## config.mk

```make
export PLATFORM = sky130hd
export DESIGN_NAME = sys_bus_arbiter
export DESIGN_NICKNAME = d
export VERILOG_FILES = /design/src/rtl/sys_bus_arbiter.sv
export SDC_FILE = /design/constraint.sdc
export NUM_CORES = 1
export LEC_CHECK = 0
export CELL_PAD_IN_SITES_DETAIL_PLACEMENT = 1
export CELL_PAD_IN_SITES_GLOBAL_PLACEMENT = 1
export CORE_ASPECT_RATIO = 1.4
export CORE_MARGIN = 4
export CORE_UTILIZATION = 26
export CTS_CLUSTER_SIZE = 12
export DETAILED_ROUTE_END_ITERATION = 8
export DONT_BUFFER_PORTS = 1
export MAX_ROUTING_LAYER = met4
export PLACE_DENSITY_LB_ADDON = 0.1
export SLEW_MARGIN = 20
export SYNTH_ARGS = -nofsm -noshare
export SYNTH_HDL_FRONTEND = slang
export SYNTH_SLANG_ARGS = --single-unit
```

## constraint.sdc

```tcl
create_clock -name clk -period 3.6 [get_ports clk]
set_input_delay 0.54 -clock clk [delete_from_list [all_inputs] [get_ports clk]]
set_output_delay 0.54 -clock clk [all_outputs]
set_load 0.05 [all_outputs]
```

## src/rtl/sys_bus_arbiter.sv

```systemverilog
// -----------------------------------------------------------------------------
// sys_bus_arbiter
//
// Shares the system bus between master 0 (CPU M stage) and master 1 (DMA).
// Round-robin arbitration, address decode, wait on the selected slave's ready
// and a timeout. Each transfer goes IDLE -> ACCESS -> RESP, or IDLE -> RESP on
// a decode error. The winner gets a one-cycle ack with err/rdata.
//
// Slave map (one-hot s_sel / s_ready order {IG,TC1,TC0,DM}):
//   DM  0x0000_0000-0x0000_2fff
//   TC0 0x0000_7f00-0x0000_7f0b
//   TC1 0x0000_7f10-0x0000_7f1b
//   IG  0x0000_7f20-0x0000_7f23
//
// Parameters:
//   TIMEOUT  ACCESS cycles without ready before an err response (>= 2)
//   CNT_W    width of the timeout counter (must hold TIMEOUT)
//
// Optional feature (compile-time macro ARB_LOCK_EN):
//   defined   -> a grant with mX_lock=1 keeps the bus owner for that master
//   undefined -> mX_lock is ignored, pure round-robin
//
// Ports:
//   clk, rst_n                  clock, asynchronous active-low reset
//   mX_req/addr/we/be/wdata     master request, held stable until ack
//   mX_lock                     lock request (ARB_LOCK_EN only)
//   mX_ack/err/rdata            registered one-cycle response to the winner
//   s_sel                       one-hot slave select, only during ACCESS
//   s_addr/s_we/s_be/s_wdata    access latched from the winner
//   s_ready                     per-slave ready
//   dm/tc0/tc1/ig_rdata         per-slave read data
// -----------------------------------------------------------------------------
module sys_bus_arbiter #(
  parameter int unsigned TIMEOUT = 16,
  parameter int unsigned CNT_W   = 5
) (
  input  logic        clk,
  input  logic        rst_n,
  // master 0
  input  logic        m0_req,
  input  logic [31:0] m0_addr,
  input  logic        m0_we,
  input  logic [3:0]  m0_be,
  input  logic [31:0] m0_wdata,
  input  logic        m0_lock,
  output logic        m0_ack,
  output logic        m0_err,
  output logic [31:0] m0_rdata,
  // master 1
  input  logic        m1_req,
  input  logic [31:0] m1_addr,
  input  logic        m1_we,
  input  logic [3:0]  m1_be,
  input  logic [31:0] m1_wdata,
  input  logic        m1_lock,
  output logic        m1_ack,
  output logic        m1_err,
  output logic [31:0] m1_rdata,
  // slave side
  output logic [3:0]  s_sel,
  output logic [31:0] s_addr,
  output logic        s_we,
  output logic [3:0]  s_be,
  output logic [31:0] s_wdata,
  input  logic [3:0]  s_ready,
  input  logic [31:0] dm_rdata,
  input  logic [31:0] tc0_rdata,
  input  logic [31:0] tc1_rdata,
  input  logic [31:0] ig_rdata
);

  typedef enum logic [1:0] {
    ST_IDLE   = 2'd0,
    ST_ACCESS = 2'd1,
    ST_RESP   = 2'd2
  } state_t;

  localparam logic [CNT_W-1:0] CNT_LAST = CNT_W'(TIMEOUT - 1);
  localparam logic [CNT_W-1:0] CNT_ONE  = CNT_W'(1);

  // Address decode to a one-hot slave select; zero means no slave matched.
  function automatic logic [3:0] decode_sel(input logic [31:0] addr);
    logic [3:0] sel;
    if (addr <= 32'h0000_2fff) begin
      sel = 4'b0001;
    end else if (addr >= 32'h0000_7f00 && addr <= 32'h0000_7f0b) begin
      sel = 4'b0010;
    end else if (addr >= 32'h0000_7f10 && addr <= 32'h0000_7f1b) begin
      sel = 4'b0100;
    end else if (addr >= 32'h0000_7f20 && addr <= 32'h0000_7f23) begin
      sel = 4'b1000;
    end else begin
      sel = 4'b0000;
    end
    return sel;
  endfunction

  state_t            state_r;
  state_t            state_nxt_s;
  logic              rr_last_r;
  logic              winner_r;
  logic [CNT_W-1:0]  cnt_r;
  logic [CNT_W-1:0]  cnt_nxt_s;
  logic [3:0]        sel_nxt_s;

  logic              gnt_valid_s;
  logic              gnt_id_s;
  logic [31:0]       w_addr_s;
  logic              w_we_s;
  logic [3:0]        w_be_s;
  logic [31:0]       w_wdata_s;
  logic              w_lock_s;
  logic [3:0]        dec_sel_s;
  logic              dec_err_s;
  logic              ready_hit_s;
  logic              timeout_s;
  logic [31:0]       sel_rdata_s;

  logic              latch_go_s;
  logic              resp_go_s;
  logic              resp_id_s;
  logic              resp_err_s;
  logic [31:0]       resp_rdata_s;

`ifdef ARB_LOCK_EN
  logic              lock_act_r;
  logic              lock_id_r;
`else
  logic              lock_unused_s;
  assign lock_unused_s = m0_lock ^ m1_lock ^ w_lock_s;
`endif

  // Arbitration: a lone requester wins; on a tie the master that did not win
  // last time wins, unless a lock owner is requesting.
  always_comb begin
    gnt_valid_s = m0_req | m1_req;
    if (m0_req && m1_req) begin
`ifdef ARB_LOCK_EN
      gnt_id_s = lock_act_r ? lock_id_r : ~rr_last_r;
`else
      gnt_id_s = ~rr_last_r;
`endif
    end else if (m1_req) begin
      gnt_id_s = 1'b1;
    end else begin
      gnt_id_s = 1'b0;
    end
  end

  // Mux the winning master's access onto the internal request path.
  always_comb begin
    if (gnt_id_s) begin
      w_addr_s  = m1_addr;
      w_we_s    = m1_we;
      w_be_s    = m1_be;
      w_wdata_s = m1_wdata;
      w_lock_s  = m1_lock;
    end else begin
      w_addr_s  = m0_addr;
      w_we_s    = m0_we;
      w_be_s    = m0_be;
      w_wdata_s = m0_wdata;
      w_lock_s  = m0_lock;
    end
  end

  // Decode of the winner's access; timer/IG registers only take full-word stores.
  always_comb begin
    dec_sel_s = decode_sel(w_addr_s);
    dec_err_s = (dec_sel_s == 4'b0000) ||
                (w_we_s && !dec_sel_s[0] && (w_be_s != 4'hf));
  end

  // Only the ready and read data of the selected slave matter.
  always_comb begin
    ready_hit_s = |(s_ready & s_sel);
    timeout_s   = (cnt_r == CNT_LAST);
    case (s_sel)
      4'b0001: sel_rdata_s = dm_rdata;
      4'b0010: sel_rdata_s = tc0_rdata;
      4'b0100: sel_rdata_s = tc1_rdata;
      4'b1000: sel_rdata_s = ig_rdata;
      default: sel_rdata_s = 32'h0000_0000;
    endcase
  end

  // FSM state register.
  always_ff @(posedge clk or negedge rst_n) begin
    if (!rst_n) begin
      state_r <= ST_IDLE;
    end else begin
      state_r <= state_nxt_s;
    end
  end

  // FSM next state plus per-cycle control: grant latch, select, counter, response.
  always_comb begin
    state_nxt_s  = state_r;
    sel_nxt_s    = s_sel;
    cnt_nxt_s    = cnt_r;
    latch_go_s   = 1'b0;
    resp_go_s    = 1'b0;
    resp_id_s    = winner_r;
    resp_err_s   = 1'b0;
    resp_rdata_s = 32'h0000_0000;
    case (state_r)
      ST_IDLE: begin
        if (gnt_valid_s) begin
          latch_go_s = 1'b1;
          resp_id_s  = gnt_id_s;
          cnt_nxt_s  = {CNT_W{1'b0}};
          if (dec_err_s) begin
            sel_nxt_s   = 4'b0000;
            resp_go_s   = 1'b1;
            resp_err_s  = 1'b1;
            state_nxt_s = ST_RESP;
          end else begin
            sel_nxt_s   = dec_sel_s;
            state_nxt_s = ST_ACCESS;
          end
        end else begin
          state_nxt_s = ST_IDLE;
        end
      end
      ST_ACCESS: begin
        if (ready_hit_s) begin
          resp_go_s    = 1'b1;
          resp_rdata_s = s_we ? 32'h0000_0000 : sel_rdata_s;
          sel_nxt_s    = 4'b0000;
          state_nxt_s  = ST_RESP;
        end else if (timeout_s) begin
          resp_go_s   = 1'b1;
          resp_err_s  = 1'b1;
          sel_nxt_s   = 4'b0000;
          state_nxt_s = ST_RESP;
        end else begin
          // timeout_s is false here, so the counter never passes CNT_LAST
          cnt_nxt_s   = cnt_r + CNT_ONE;
          state_nxt_s = ST_ACCESS;
        end
      end
      ST_RESP: begin
        state_nxt_s = ST_IDLE;
      end
      default: begin
        sel_nxt_s   = 4'b0000;
        state_nxt_s = ST_IDLE;
      end
    endcase
  end

  // Grant bookkeeping and the latched slave-side access.
  always_ff @(posedge clk or negedge rst_n) begin
    if (!rst_n) begin
      rr_last_r <= 1'b1;
      winner_r  <= 1'b0;
      cnt_r     <= {CNT_W{1'b0}};
      s_sel     <= 4'b0000;
      s_addr    <= 32'h0000_0000;
      s_we      <= 1'b0;
      s_be      <= 4'h0;
      s_wdata   <= 32'h0000_0000;
    end else begin
      cnt_r <= cnt_nxt_s;
      s_sel <= sel_nxt_s;
      if (latch_go_s) begin
        rr_last_r <= gnt_id_s;
        winner_r  <= gnt_id_s;
        s_addr    <= w_addr_s;
        s_we      <= w_we_s;
        s_be      <= w_be_s;
        s_wdata   <= w_wdata_s;
      end else begin
        rr_last_r <= rr_last_r;
        winner_r  <= winner_r;
        s_addr    <= s_addr;
        s_we      <= s_we;
        s_be      <= s_be;
        s_wdata   <= s_wdata;
      end
    end
  end

  // Registered response; only the winner sees ack/err/rdata, for one cycle.
  always_ff @(posedge clk or negedge rst_n) begin
    if (!rst_n) begin
      m0_ack   <= 1'b0;
      m0_err   <= 1'b0;
      m0_rdata <= 32'h0000_0000;
      m1_ack   <= 1'b0;
      m1_err   <= 1'b0;
      m1_rdata <= 32'h0000_0000;
    end else if (resp_go_s) begin
      m0_ack   <= ~resp_id_s;
      m0_err   <= ~resp_id_s & resp_err_s;
      m0_rdata <= resp_id_s ? 32'h0000_0000 : resp_rdata_s;
      m1_ack   <= resp_id_s;
      m1_err   <= resp_id_s & resp_err_s;
      m1_rdata <= resp_id_s ? resp_rdata_s : 32'h0000_0000;
    end else begin
      m0_ack   <= 1'b0;
      m0_err   <= 1'b0;
      m0_rdata <= 32'h0000_0000;
      m1_ack   <= 1'b0;
      m1_err   <= 1'b0;
      m1_rdata <= 32'h0000_0000;
    end
  end

`ifdef ARB_LOCK_EN
  // Lock ownership: set by a locked grant, dropped by an unlocked grant or any err.
  always_ff @(posedge clk or negedge rst_n) begin
    if (!rst_n) begin
      lock_act_r <= 1'b0;
      lock_id_r  <= 1'b0;
    end else if (latch_go_s) begin
      if (dec_err_s || !w_lock_s) begin
        lock_act_r <= 1'b0;
        lock_id_r  <= lock_id_r;
      end else begin
        lock_act_r <= 1'b1;
        lock_id_r  <= gnt_id_s;
      end
    end else if (resp_go_s && resp_err_s) begin
      lock_act_r <= 1'b0;
      lock_id_r  <= lock_id_r;
    end else begin
      lock_act_r <= lock_act_r;
      lock_id_r  <= lock_id_r;
    end
  end
`endif

endmodule

```

# Word level (Yosys, flattened, before mapping)
# Index checks and enable logic that the tools add are counted.
# classes
n_lt_le_gt_ge	7
muxes	47
reduce_logical	14
bitwise	7
add_sub_neg	1
eq_ne	12
# op_table
cell	count
32-bit 2-to-1 mux	9
32-bit one-hot mux with 4 select lines	1
32-bit by 15-bit greater-or-equal comparator with 1-bit output, second input constant	3
32-bit by 15-bit less-or-equal comparator with 1-bit output, second input constant	3
4-bit 2-to-1 mux	9
32-bit by 14-bit less-or-equal comparator with 1-bit output, second input constant	1
1-bit 2-to-1 mux	16
5-bit 2-to-1 mux	3
4-bit one-hot mux with 3 select lines	1
5-bit one-hot mux with 2 select lines	1
2-bit 2-to-1 mux	4
1-bit logical AND	6
2-bit inequality test, second input constant	3
5-bit by 1-bit adder with 5-bit output, second input constant	1
5-bit by 4-bit == test with 1-bit output, second input constant	1
4-bit bitwise AND	1
4-bit by 1-bit == test with 1-bit output, second input constant	1
4-bit by 2-bit == test with 1-bit output, second input constant	1
4-bit by 3-bit == test with 1-bit output, second input constant	1
4-bit == test, second input constant	1
4-bit zero test	1
4-bit inequality test, second input constant	1
1-bit one-hot mux with 2 select lines	2
2-bit one-hot mux with 2 select lines	1
13 further kinds	16
# word_totals
regBits	150
input_bits	276

# Longest topological paths before layout
# Gate-level depths: netlist of run 1.
# logic_depth
depth_word	18
mapped_depth	8
ltp_nobuf	7

# Worst setup path before layout of run 1
# No wires, ideal clock.
# synth_timing
path_type	input -> register
from	input m0_addr[30]
to	register m0_rdata[10]
path_slack_ps	823
required_ps	3462
stages	6
arrival_ps	2639
path_buffers	1
cell_sequence	or4_1 or4_1 o32a_1 a2111oi_4 buf_6 nor4_1
# synth_between
elab_chain_cells	14
elab_cells_between_ends	24
classes_between	7 x order compare; 9 x mux; 8 x reduce/logical
# synth_rtl
element	line_no	source
from (decl)	41	input logic [31:0] m0_addr,
32-bit 2-to-1 mux *	152	if (gnt_id_s) begin
branches (longest 4 deep; another with 32-bit by 15-bit greater-or-equal comparator with 1-bit output)	-	
4-bit 2-to-1 mux *	84	if (addr <= 32'h0000_2fff) begin
1-bit zero test	171	(w_we_s && !dec_sel_s[0] && (w_be_s != 4'hf));
1-bit logical AND (2 in series)	171	
1-bit logical OR *	170	dec_err_s = (dec_sel_s == 4'b0000) ||
1-bit 2-to-1 mux *	212	if (dec_err_s) begin
1-bit 2-to-1 mux *	208	if (gnt_valid_s) begin
1-bit one-hot mux with 2 select lines *	206	case (state_r)
32-bit 2-to-1 mux *	293	end else if (resp_go_s) begin
to (signal assigned)	296	m0_rdata <= resp_id_s ? 32'h0000_0000 : resp_rdata_s;
to (decl)	48	output logic [31:0] m0_rdata,
# Mark *: on every way between the ends.
# A chain may end at the register's enable or synchronous reset.

# Worst setup path after layout of run 1
# layout_timing
from	register rr_last_r
to	register m0_rdata[13]
# layout_between
elab_chain_cells	16
elab_cells_between_ends	32
classes_between	7 x order compare; 1 x eq/ne; 15 x mux; 1 x bitwise; 8 x reduce/logical
# layout_rtl
element	line_no	source
from (decl)	100	logic rr_last_r;
from (signal assigned)	267	rr_last_r <= gnt_id_s;
from (signal assigned)	274	rr_last_r <= rr_last_r;
1-bit NOT *	141	gnt_id_s = ~rr_last_r;
1-bit 2-to-1 mux *	137	if (m0_req && m1_req) begin
branches (longest 13 deep; another with 32-bit by 15-bit greater-or-equal comparator with 1-bit output)	-	
32-bit 2-to-1 mux *	293	
# Marks and branches as above.

==> results of run 1 <==
final timing paths:
check	cells after the start	startpoint	end
worst max-delay path	7	rr_last_r$_DFFE_PN1P_	m0_rdata[13]$_DFF_PN0_
worst min-delay path	0	rst_n	s_addr[0]$_DFFE_PN0P_
worst min register to register	2	cnt_r[4]$_DFFE_PN0P_	cnt_r[4]$_DFFE_PN0P_
worst max register to register	7	rr_last_r$_DFFE_PN1P_	m0_rdata[13]$_DFF_PN0_
max in group asynchronous	0	rst_n	m0_rdata[7]$_DFF_PN0_
min in group clk	1	m0_req	rr_last_r$_DFFE_PN1P_
cell usage after synthesis, types with 3 or more instances:
cell type / n
nand2_1: 212
dfrtp_1: 149
nor2_1: 78
a31oi_1: 73
a22oi_1: 64
clkbuf_1: 62
nor4_1: 37
a211oi_1: 33
nand3_1: 9
or4_1: 9
nand4_1: 8
o21ai_0: 7
nor3_1: 6
inv_1: 5
a22o_1: 4
nor4b_1: 4
a21oi_1: 3
buf_2: 3
buf_6: 3
xor2_1: 3
power by group through the flow:
stage	sequential (mW)	clock, mW	combinational [mW]
after detailed placement	2.73	0	0.527
final	2.69	1.83	0.515
after floorplan	2.65	0	0.391
after global routing	2.71	1.97	0.586
after global placement	2.72	0	0.497
after CTS	2.69	1.90	0.528
layer usage:
layer / track usage / vias to the layer above
met5: - / -
met4: 0.07458 / 0
met3: 0.06896 / 46
met2: 0.3625 / 329
met1: 0.2035 / 3153
li1: - / 2874
per-stage QoR:
stage	utilization	hold WS [ns]	instance area, um2	total power [mW]
after detailed placement	0.2830	0.2489	7667	3.257
after global routing	0.3053	-0.2273	8272	5.264
after floorplan	-	0.2444	7223	3.040
final	0.3053	-0.1954	8272	5.035
after global placement	0.2830	0.2482	7667	3.220
after CTS	0.3049	-0.2249	8262	5.121
layout make-up:
| cell class | count | area [um2] | area share |
|---|---|---|---|
| Clock buffer | 18 | 429.2 | 0.05188 |
| Sequential cell | 150 | 3755 | 0.4539 |
| Tap cell | 365 | 456.7 | 0.05521 |
| Antenna cell | 4 | 10.01 | 0.001210 |
| Multi-Input combinational cell | 584 | 3262 | 0.3943 |
| Inverter | 5 | 18.77 | 0.002269 |
| Clock inverter | 14 | 165.2 | 0.01997 |
| Timing Repair Buffer | 20 | 175.2 | 0.02118 |
logic make-up (layout without fill, tap and decap cells):
kind of cell,after synthesis,count (layout),synth area share
AND/OR/NAND/NOR,372,372,0.2235
AO/OA/AOI/OAI,205,205,0.2047
adder cells (fa/ha/maj),2,2,0.003464
flip-flops,150,150,0.5198
other,0,4,0
XOR/XNOR,3,3,0.003638
buffers and inverters,74,57,0.04209
multiplexers,2,2,0.002772
state kept, by name (all words and copies together) (netlist names):
name and cells:
s_be 4, rr_last_r 1, m1_rdata 32, m0_err 1, state_r 2, s_we 1
s_addr 32, m1_err 1, s_wdata 32, m1_ack 1, cnt_r 5, winner_r 1
m0_ack 1, m0_rdata 32, s_sel 4
worst max-delay path: cells and delay by family, from the launching register on:
kind,cells,cell delay [ns]
flops,1,0.59
compound gates,3,1.16
buf+inv,2,0.56
simple gates,2,0.22
==> impl_metrics.env, run 1 <==
export IMPL_drtAntennaViolNets=0
export IMPL_dr_total_vias=6402
export IMPL_drtIter0Drc=282
export IMPL_synthTopCellsByArea="dfrtp_1 (52%), nand2_1 (11%), a22oi_1 (6.7%)"
export IMPL_syn_area_um2=7223
export IMPL_synth_edf_count=0
export IMPL_floorplan_initialDensity=0.2666
export IMPL_grt_pass1_wl_um=45170
export IMPL_wl_met3_um=2856
export IMPL_switching_share=0.3891
export IMPL_fin_cells=1160
export IMPL_viasPerCell=5.519
export IMPL_synth_ff_type="dfrtp_1"
export IMPL_drtPass1Iterations=5
export IMPL_place_detailed_hpwl_um=23370
export IMPL_drive_above_1_share=0.08344
export IMPL_post_drt_wl_per_cell_um=26.75
export IMPL_ctsRootBufferMaster="clkbuf_16"
export IMPL_hold_viol=149
export IMPL_top_layer="met4"
export IMPL_grt_pass1_vias=7077
export IMPL_rows=71
export IMPL_syn_to_final_growth_pct=14.52
export IMPL_p_sw_mw=1.959
export IMPL_setup_tns_ns=0
export IMPL_setup_viol=0
export IMPL_status="complete, but fails checks"
export IMPL_yosysUniqueCellTypes=49
export IMPL_slowest_stage="dfstp_2"
export IMPL_power_frac_seq=0.534
export IMPL_layout_commonest_cell="nand2_1"
export IMPL_hold_class="input pin to asynchronous set/reset pin"
export IMPL_grt_setup_unrepaired="no"
export IMPL_worst_setup_path_type="flop to flop"
export IMPL_syn_area_per_cell_um2=8.940
export IMPL_cts_num_sinks=150
export IMPL_htree_levels=4
export IMPL_numCtsBuffers=17
export IMPL_p_leak_nw=3.368
export IMPL_synth_top_area_frac=0.5162
export IMPL_wl_met1_um=10710
export IMPL_wl_met2_um=16550
export IMPL_powerDensity_nw_per_um2=608.7
export IMPL_dieArea_um2=30550
export IMPL_portBuffers=0
export IMPL_antenna_found_initial=4
export IMPL_pwr_share_comb=0.102
export IMPL_synth_seq_cells=150
export IMPL_grt_ovfl_total=0
export IMPL_fmax_mhz=369.6
export IMPL_grt_use_total=0.2022
export IMPL_fill_cells=3135
export IMPL_drc=0
export IMPL_ys_warn_count=0
export IMPL_syn_nets=1086
export IMPL_period_needed_ns=2.706
export IMPL_crit_required_ns=3.87
export IMPL_critPathCaptureType="flop"
export IMPL_holdWs_ns=-0.1954
export IMPL_worstSkewPairLatency_ns=0.43
export IMPL_slowest_delay_ns=0.59
export IMPL_worst_pin_slew_ns=0.8825
export IMPL_final_setup_worst_slack_ns=0.8944
export IMPL_crit_path_cell_trace="a21bo_2, buf_4, nand3b_1, o32a_1, a2111oi_4, buf_12, nor4_1"
export IMPL_cp_start_kind="flop"
export IMPL_core_um2=27090
export IMPL_path_max_fanout=33
export IMPL_internal_power_mw=3.076
export IMPL_boundaryPins=417
export IMPL_dpl_worst_slack_ns=0.5410
export IMPL_clock_power_share=0.364
export IMPL_skew_ns=0.01151
export IMPL_die_x_um=148.9
export IMPL_dp_cells=1124
export IMPL_slew_headroom=0.4117
export IMPL_peakVddDrop_uv=260.0
export IMPL_ff2ff_setup_slack_ns=0.89
export IMPL_cp_arrival_ns=2.97
export IMPL_wirelength_um=31030
export IMPL_ys_seq_area_frac=0.5198
export IMPL_fin_nets=1056
export IMPL_cts_clk_slew_worst_paths_ns=0.07
export IMPL_gp_congestion=0.8000
export IMPL_postCtsSetupBuffers=0
export IMPL_synthArstFlopShare=1.000
export IMPL_cts_tree="yes"
export IMPL_clockBufferDepth=2
export IMPL_fp_dieH_um=205.2
export IMPL_syn_inst=808
export IMPL_synth_top_cell_by_area="dfrtp_1"
export IMPL_failed_checks="hold timing"
export IMPL_final_cell_mix="nand2_1 (212), dfrtp_1 (149), nor2_1 (78)"
export IMPL_drv_slew=0
export IMPL_post_cts_resized=0
export IMPL_maxCapViolCount=0
export IMPL_grt_max_degree=151
export IMPL_fin_crit_sh=0.7516
Power figures use the tool's default switching activity.
==> run 2, diff against run 1 <==
--- a/config.mk
+++ b/config.mk
@@ -5,6 +5,7 @@
 export SDC_FILE = /design/constraint.sdc
 export NUM_CORES = 1
 export LEC_CHECK = 0
+export ABC_AREA = 1
 export CELL_PAD_IN_SITES_DETAIL_PLACEMENT = 1
 export CELL_PAD_IN_SITES_GLOBAL_PLACEMENT = 1
 export CORE_ASPECT_RATIO = 1.4
==> constraint.sdc (replaced) <==
create_clock -name clk -period 2.4 [get_ports clk]
set_input_delay 0.36 -clock clk [delete_from_list [all_inputs] [get_ports clk]]
set_output_delay 0.36 -clock clk [all_outputs]
set_load 0.05 [all_outputs]
==> run 2 against run 1 <==
The flow finishes with violations (hold timing, setup timing). Fmax grew 11%. Sequential power grew 51%. Sequential cell count is the same. Hold slack lost 0.17 ns. Area after synthesis grew 3.9%. Clock skew is essentially flat. Synthesized cell count grew 21%. Sequential share of layout area shrank 3.9 points. Total power grew 54%. Clock-buffer cell count grew 3. Combinational power grew 100%. Cell count grew 20%. Critical endpoint is now m1_rdata[13]$_DFF_PN0_. Largest cell class unchanged.
==> impl_metrics.env, run 2 <==
export IMPL_status="complete, but fails checks"
export IMPL_failed_checks="hold timing, setup timing"
export IMPL_worstReg2RegStart="rr_last_r$_DFFE_PN1P_"
export IMPL_worst_setup_path_type="flop to flop"
export IMPL_holdWs_ns=-0.3693
export IMPL_floorplan_initialDensity=0.2643
export IMPL_boundaryPins=417
export IMPL_cts_num_sinks=150
export IMPL_skew_ns=0.01170
export IMPL_power_total_mw=7.757
export IMPL_synthTopCellsByArea="dfrtp_1 (50%), nand2_1 (18%), o21ai_0 (6.6%)"
export IMPL_grt_use_total=0.1764
export IMPL_maxCapViolCount=0
export IMPL_hold_class="input pin to asynchronous set/reset pin"
export IMPL_synth_seq_cells=150
export IMPL_synth_ff_type="dfrtp_1"
export IMPL_core_um2=28410
export IMPL_drtIter0Drc=201
export IMPL_syn_to_final_growth_pct=20.68
export IMPL_powerDensity_nw_per_um2=856.2
export IMPL_grt_max_degree=151
export IMPL_syn_area_per_cell_um2=7.692
export IMPL_cp_start_kind="flop"
export IMPL_drc=0
export IMPL_cp_arrival_ns=2.76
export IMPL_period_needed_ns=2.445
export IMPL_grt_pass1_vias=7084
export IMPL_drtAntennaViolNets=0
export IMPL_ys_seq_area_frac=0.5002
export IMPL_fp_dieH_um=209.1
export IMPL_synthArstFlopShare=1.000
export IMPL_cts_tree="yes"
export IMPL_fill_cells=3400
export IMPL_path_max_fanout=28
export IMPL_hold_viol=150
export IMPL_drive_above_1_share=0.1678
export IMPL_drv_slew=0
export IMPL_synth_top_cell_by_area="dfrtp_1"
export IMPL_cts_clk_slew_worst_paths_ns=0.06
export IMPL_r2r_end="m1_rdata[13]$_DFF_PN0_"
export IMPL_yosysUniqueCellTypes=35
export IMPL_worstSkewPairLatency_ns=0.42
export IMPL_grt_pass1_wl_um=41820
export IMPL_antenna_found_initial=0
export IMPL_rr_worst_depth=13
export IMPL_dp_cells=1339
export IMPL_rows=73
export IMPL_portBuffers=0
export IMPL_slew_headroom=0.6278
export IMPL_ff2ff_setup_slack_ns=-0.04
export IMPL_layout_commonest_cell="nand2_1"
export IMPL_critPathCaptureType="flop"
export IMPL_wirelength_um=28020
export IMPL_fin_nets=1279
export IMPL_syn_inst=976
export IMPL_final_cell_mix="nand2_1 (337), dfrtp_1 (149), nor2_1 (113)"
export IMPL_gp_congestion=0.7680
export IMPL_drtPass1Iterations=4
export IMPL_dieArea_um2=31690
export IMPL_dr_total_vias=6565
export IMPL_synth_top_area_frac=0.4967
export IMPL_fmax_mhz=409.1
export IMPL_ctsRootBufferMaster="clkbuf_16"
export IMPL_worst_pin_slew_ns=0.5586
export IMPL_htree_levels=4
export IMPL_antennaDiodeCount=0
export IMPL_syn_nets=1254
export IMPL_grt_setup_unrepaired="yes"
export IMPL_viasPerCell=4.730
export IMPL_synth_edf_count=0
export IMPL_place_detailed_hpwl_um=20910
export IMPL_syn_area_um2=7507
export IMPL_setup_viol=10
export IMPL_ys_top_cells_by_count="nand2_1 (365), dfrtp_1 (149), nor2_1 (119)"
export IMPL_peakVddDrop_uv=374.1
export IMPL_p_leak_nw=4.203
export IMPL_ys_warn_count=0
export IMPL_grt_ovfl_total=0
export IMPL_fin_crit_sh=1.019
export IMPL_crit_end="m1_rdata[13]$_DFF_PN0_"
export IMPL_synth_most_common_cell="nand2_1"
export IMPL_numCtsBuffers=17
export IMPL_utilization=0.3189
export IMPL_clockBufferDepth=2
export IMPL_fin_area_um2=9060
export IMPL_post_drt_wl_per_cell_um=20.18
export IMPL_crit_path_start="rr_last_r$_DFFE_PN1P_"
export IMPL_fin_cells=1388
export IMPL_placed_cell_area_um2=8137
export IMPL_crit_required_ns=2.71
export IMPL_final_setup_worst_slack_ns=-0.04451
export IMPL_die_x_um=151.6
[run 2: cell types whose count changed in the layout (fill, tap and decap cells not counted), sizes merged, moves of 26 or more]
cell | before | now
nor2 | 78 | 132
nand2 | 212 | 373
inv | 11 | 55
o21ai | 8 | 107
buf | 20 | 58
a31oi | 73 | 6
nand4 | 8 | 34
a22oi | 64 | 0
a211oi | 34 | 0
nor4 | 37 | 2
[run 2: worst min path at each step]
stage,to,start,depth (start not counted)
after floorplan,cnt_r[0]$_DFFE_PN0P_,rst_n,0
after global placement,s_wdata[5]$_DFFE_PN0P_,rst_n,0
after detailed placement,s_wdata[5]$_DFFE_PN0P_,rst_n,0
after CTS,s_wdata[5]$_DFFE_PN0P_,rst_n,0
after global routing,s_wdata[5]$_DFFE_PN0P_,rst_n,0
final,s_wdata[5]$_DFFE_PN0P_,rst_n,0
[run 2: critical path, cell delays in order (launching register included)]
cell and delay [ns]:
dfstp_2 0.55, nand2_4 0.07, nand2_8 0.12, clkbuf_16 0.17, buf_4 0.12, buf_12 0.17
mux2i_1 0.40, nand3b_1 0.23, nand2_4 0.08, nand2_4 0.08, nand2_4 0.06, nand2_4 0.08
buf_12 0.16, nor2_4 0.04
[run 2: metal layers]
metal / share of wire / vias up / track usage / routed length (um)
met5: 0 / - / - / 0
met4: 0.020 / 0 / 0.04961 / 550
met3: 0.087 / 28 / 0.05770 / 2447
met2: 0.53 / 272 / 0.3085 / 14720
met1: 0.37 / 3107 / 0.1895 / 10300
li1: - / 3158 / - / -
[run 2: layout make-up]
cell class,instances,area (um2),share of cell area
flip-flops and latches,150,3755,0.4144
well taps,375,469.2,0.05179
repair buffers,61,605.6,0.06684
clock inverters,10,125.1,0.01381
clock buffers,21,450.4,0.04972
multi-input cells,717,3452,0.3810
inverters,54,202.7,0.02237
[run 2: cell families after synthesis]
logic type	synth area share
simple gates	0.3417
mux	0.001333
flops	0.5002
fa+ha+maj	0.003333
buf+inv	0.06483
compound gates	0.08634
xor+xnor	0.002334
[run 2: metrics by stage]
stage	setup TNS [ns]	setup slack [ns]	hold slack, ns
final	-0.3312	-0.04451	-0.3693
after global routing	-3.520	-0.2186	-0.4052
after detailed placement	-0.7908	-0.06846	0.06914
after floorplan	0	0.3027	0.06441
after global placement	-0.8790	-0.06991	0.06866
after CTS	-0.2486	-0.03088	-0.4006
[run 2: repair_timing]
item | in CTS | in global routing
gates cloned | 0 | 4
setup endpoints to repair | 15 | 23
hold endpoints to repair | 150 | 150
pin swaps | 0 | 25
gates resized for setup | 9 | 43
buffers inserted | 0 | 14
[run 2: power by group]
part           total (mW)  internal (mW)  switching [mW]
Clock                2.67           1.56            1.11
Combinational        1.03          0.392           0.641
Sequential           4.05           2.80            1.25
